<file path="src/rtl/cosine_sequencer.sv">
// Control FSM ahead of the cosine datapath: drives its state code, collects the distance, and returns it over valid/ready.
// Optional watchdog abort on compute stalls is enabled with `define COSINE_SEQ_WATCHDOG_EN.
module cosine_sequencer #(
  parameter logic [15:0] ALERT_THRESHOLD = 16'h0400,
  parameter int unsigned WDOG_LIMIT      = 32
) (
  input  logic        clk,
  input  logic        rst_n,
  input  logic        req_valid,
  output logic        req_ready,
  input  logic [15:0] req_v,
  input  logic [15:0] req_x,
  output logic [3:0]  state,
  output logic [15:0] vSig,
  output logic [15:0] XSig,
  input  logic        done,
  input  logic        stop,
  input  logic [15:0] distance,
  output logic        res_valid,
  input  logic        res_ready,
  output logic [15:0] res_data,
  output logic        res_alert,
  output logic        res_err,
  output logic        alert,
  input  logic        alert_ack
);

  typedef enum logic [2:0] {
    Idle,
    Start,
    Acc,
    Remult,
    Calc,
    Capture,
    Result,
    AlertSt
  } seqState_t;

  seqState_t   cur;
  seqState_t   nxt;
  logic [3:0]  stateNxt;
  logic        accept;
  logic        belowThreshold;
  logic        wdogAbort;

`ifdef COSINE_SEQ_WATCHDOG_EN
  localparam logic [7:0] WDOG_LAST = 8'(WDOG_LIMIT - 1);

  logic [7:0] wdogCnt;
  logic       isCompute;

  assign isCompute = (cur == Start) || (cur == Acc) || (cur == Remult) || (cur == Calc);

  always_ff @(posedge clk or negedge rst_n) begin
    if (!rst_n) begin
      wdogCnt <= '0;
    end else if (accept) begin
      wdogCnt <= '0;
    end else if (isCompute) begin
      wdogCnt <= wdogCnt + 8'd1;
    end
  end
`else
  logic unusedWdogLimit;
  assign unusedWdogLimit = (WDOG_LIMIT == 0);
`endif

  // State register
  always_ff @(posedge clk or negedge rst_n) begin
    if (!rst_n) begin
      cur <= Idle;
    end else begin
      cur <= nxt;
    end
  end

  // Next-state logic
  always_comb begin
    nxt       = cur;
    wdogAbort = 1'b0;
    case (cur)
      Idle:    if (req_valid) nxt = Start;
      Start:   nxt = Acc;
      Acc:     nxt = Remult;
      Remult:  nxt = stop ? Calc : Acc;
      Calc:    nxt = Capture;
      Capture: nxt = Result;
      Result:  if (res_valid && res_ready) nxt = res_alert ? AlertSt : Idle;
      AlertSt: if (alert_ack) nxt = Idle;
      default: nxt = Idle;
    endcase
`ifdef COSINE_SEQ_WATCHDOG_EN
    // Counter value equals cycles already spent computing; the last allowed cycle diverts to Result.
    if (isCompute && (wdogCnt >= WDOG_LAST)) begin
      nxt       = Result;
      wdogAbort = 1'b1;
    end
`endif
  end

  // Output decode
  always_comb begin
    req_ready      = (cur == Idle);
    accept         = req_valid && (cur == Idle);
    belowThreshold = ($signed(distance) < $signed(ALERT_THRESHOLD));
    stateNxt       = 4'd0;
    case (nxt)
      AlertSt: stateNxt = 4'd1;
      Start:   stateNxt = 4'd2;
      Acc:     stateNxt = 4'd3;
      Calc:    stateNxt = 4'd4;
      Remult:  stateNxt = 4'd5;
      default: stateNxt = 4'd0;
    endcase
  end

  // State code is registered from the next state so it lines up with the internal FSM.
  always_ff @(posedge clk or negedge rst_n) begin
    if (!rst_n) begin
      state     <= '0;
      vSig      <= '0;
      XSig      <= '0;
      res_valid <= 1'b0;
      res_data  <= '0;
      res_alert <= 1'b0;
      res_err   <= 1'b0;
      alert     <= 1'b0;
    end else begin
      state <= stateNxt;
      alert <= (nxt == AlertSt);
      if (accept) begin
        vSig <= req_v;
        XSig <= req_x;
      end
      if (cur == Capture) begin
        res_valid <= 1'b1;
        res_data  <= distance;
        res_alert <= belowThreshold;
        res_err   <= ~done;
      end
`ifdef COSINE_SEQ_WATCHDOG_EN
      else if (wdogAbort) begin
        res_valid <= 1'b1;
        res_data  <= '0;
        res_alert <= 1'b0;
        res_err   <= 1'b1;
      end
`endif
      else if (res_valid && res_ready) begin
        res_valid <= 1'b0;
      end
    end
  end

endmodule

</file>
<file path="config.mk">
export PLATFORM = sky130hd
export DESIGN_NAME = cosine_sequencer
export DESIGN_NICKNAME = d
export VERILOG_FILES = /design/src/rtl/cosine_sequencer.sv
export SDC_FILE = /design/constraint.sdc
export NUM_CORES = 1
export LEC_CHECK = 0
export CAP_MARGIN = 15
export CORE_UTILIZATION = 35
export DETAILED_ROUTE_END_ITERATION = 8
export PLACE_DENSITY = 0.77
export RECOVER_POWER = 25
export REMOVE_ABC_BUFFERS = 1
export SETUP_SLACK_MARGIN = 0.05
export SYNTH_ARGS = -nofsm -noshare
export SYNTH_HDL_FRONTEND = slang
export SYNTH_SLANG_ARGS = --single-unit
</file>
<file path="constraint.sdc">
create_clock -name clk -period 4.09 [get_ports clk]
set_input_delay 0.409 -clock clk [delete_from_list [all_inputs] [get_ports clk]]
set_output_delay 0.409 -clock clk [all_outputs]
set_load 0.005 [all_outputs]
</file>
==> impl_metrics.toml <==
[cells_and_area]
syn2layout_area_growth_pct = 51.12
drive_above_1_share_pct = 25.09
n_antenna_cell = 0
fin_nets = 329
final_util_pct = 55.41

[cts]
cts_resized = 0
clock_latency_ns = 0.32
cts_root_buf = "clkbuf_8"
cts_htree_levels = 3
postCtsHoldBufs = 0
clock-sinks = 58
cts_tree = "done"
clockBufferDepth = 2
cts-buffers-inserted = 9
cts_setup_buffers = 0
clk_pin_slew_ns = 0.06

[setup_path]
cp_max_fo = 15
critPathKind = "flop to primary output"
reg2reg_depth = 2
start_kind = "flop"
critical_path_arrival_ns = 1.62
worst_path_max_delay_cell = "dfrtp_1"
r2r-start = "cur[0]$_DFF_PN0_"
rrSetupSlack_ns = 2.07
critPathBufInv = 1
crit_family = "flip-flops"
worstReg2RegEnd = "res_data[10]$_DFFE_PN0P_"
cp-end-kind = "primary output"
cpPeakStageDelay_ns = 0.55
crit_chain = "nor3_4 -> clkdlybuf4s50_1"
critPathRequiredTime_ns = 3.68

[detailed_routing]
drt_iter0_drc = 32
routed-via-count = 1665
dr.pass1.iters = 4
ant_nets = 0
drc = 0
routed_wl_um = 5042
vias_per_cell = 4.440
post_drt_wl_per_cell_um = 13.45

[timing]
setup_viol = 0
timing.final.ws_setup_ns = 2.061
min_period_over_period_pct = 49.61
finalCriticalPeriod_ns = 2.029
worst_clock_skew_ns = 0.007985
rsz0062_at_grt = "false"
setup-tns-final_ns = 0
tightest_slew_ns = 0.8842
slew_violations = 0
slew_headroom_pct = 40.89
max_freq_mhz = 492.9
hold_violations = 0

[floorplanning]
die_h_um = 86.83
row_count = 30
core_um2 = 6869
io_pins = 112
die_width_um = 86.83
die_area_um2 = 7539
start_util_pct = 36.67

[power_and_ir_drop]
power.density_nw_per_um2 = 731.7
p_leak_uw = 0.001630
ir_worst_vdd_mv = 0.3160

[synthesis]
avgSynthCellArea_um2 = 15.55
yosys_warnings = 0
synth_area_leaders = "dfrtp_1, mux2_4, mux2_2"
seq_area_frac_synth_pct = 57.63
yosysTopAreaCell = "dfrtp_1"
synth-seq-cells = 58
synth_area_um2 = 2519
synth_top_area_share_pct = 57.63
synth_cell_types = 33
synthCells = 162

[global_routing]
grt_pass1_wl_um = 8204
grtUsageTotal_pct = 14.48
overflow = 0
grt_max_degree = 59
antenna_found_initial = 0
grt_pass1_vias = 1712

[placement]
place_congestion = 0.8613
pre_cts_ws_ns = 2.023
portBuffers = 110
dp_hpwl_um = 3570

[flow_run]
drv_cap = 0

[outcome]
outcome = "complete, no violations"

[min_path]
hold_path.class = "input pin to asynchronous set/reset pin"
==> logic make-up after synthesis <==
family	share of synthesized area [%]
flops	57.63
mux	25.93
simple gates	5.515
compound gates	5.316
buf+inv	5.464
other cells	0.1489
==> worst max-delay path by stage <==
| stage | slack, ns | from | cells after the start | endpoint |
|---|---|---|---|---|
| 2_1_floorplan | 2.38 | cur[2]$_DFF_PN0_ | 3 | XSig[0]$_DFFE_PN0P_ |
| 3_3_place_gp | 2.11 | cur[0]$_DFF_PN0_ | 2 | res_data[8]$_DFFE_PN0P_ |
| 3_5_place_dp | 2.02 | cur[0]$_DFF_PN0_ | 2 | res_data[10]$_DFFE_PN0P_ |
| 4_1_cts | 2.03 | cur[0]$_DFF_PN0_ | 2 | res_data[10]$_DFFE_PN0P_ |
| 5_1_grt | 1.91 | cur[0]$_DFF_PN0_ | 2 | res_data[6]$_DFFE_PN0P_ |
| 6_report | 2.06 | cur[0]$_DFF_PN0_ | 2 | req_ready |
==> cells in the final DEF, fill, tap and decap left out, types with 5 or more instances in the layout <==
cell type        Yosys  layout
clkdlybuf4s50_1      0     109
nand2_1              6       6
clkbuf_8             0      12
nor2_1               5       5
mux2_4              30      30
o21ai_0              5       5
inv_1                5       5
mux2_2              18      18
dfrtp_1             58      58
==> where the power goes <==
part | switching (µW) | internal, µW | leakage (µW)
sequential | 198 | 863 | 0.000692
combinational | 357 | 894 | 0.000842
clock | 204 | 268 | 0.0000965
total | 759 | 2030 | 0.00163
==> through the flow <==
stage          hold slack (ns)  power (µW)  cell area [µm²]  instances
6_report                0.2117        2785             3806        375
2_1_floorplan           0.1134        1609             2400        152
3_3_place_gp            0.4914        2299             3623        359
4_1_cts                 0.2386        2822             3806        375
3_5_place_dp            0.4906        2326             3623        359
5_1_grt                 0.2896        2962             3806        375
==> sequential cells by signal, indices dropped and copies added (netlist names) <==
signal and count:
XSig 16, res_valid 1, res_err 1, vSig 16
cur 3, state 3, alert 1, res_data 16
res_alert 1
==> worst register-to-register path, cell delays in order, from the launching register on <==
cell and delay (ns):
dfrtp_1 0.64, nand3_1 0.73, mux2_2 0.54
==> layer usage <==
metal	wire length, µm	GRT usage (%)	up-vias
li1	-	-	784
met4	68	7.727	0
met1	2150	18.51	801
met5	0	0	-
met3	385	4.381	7
met2	2438	22.05	73
==> cell type report <==
cell class | count | area [µm²]
fill | 582 | 3063
sequential | 58 | 1451
timing repair buffer | 111 | 1104
multi-input combinational | 89 | 929.6
clock buffer | 14 | 172.7
tap | 96 | 120.1
inverter | 5 | 18.77
clock inverter | 2 | 10.01
==> Yosys cell counts, drive strengths merged <==
library cell / count
dfrtp: 58
mux2: 48
buf: 10
nand2: 6
inv: 5
nor2: 5
o21ai: 5
nor3: 4
and3b: 2
nand3: 2
nor2b: 2
a211o: 1
a211oi: 1
a21bo: 1
a21boi: 1
a21oi: 1
a22o: 1
a2bb2oi: 1
a32oi: 1
and2: 1
conb: 1
nand2b: 1
o21bai: 1
o221ai: 1
o32ai: 1
or2: 1
(Power assumes the default switching activity.)
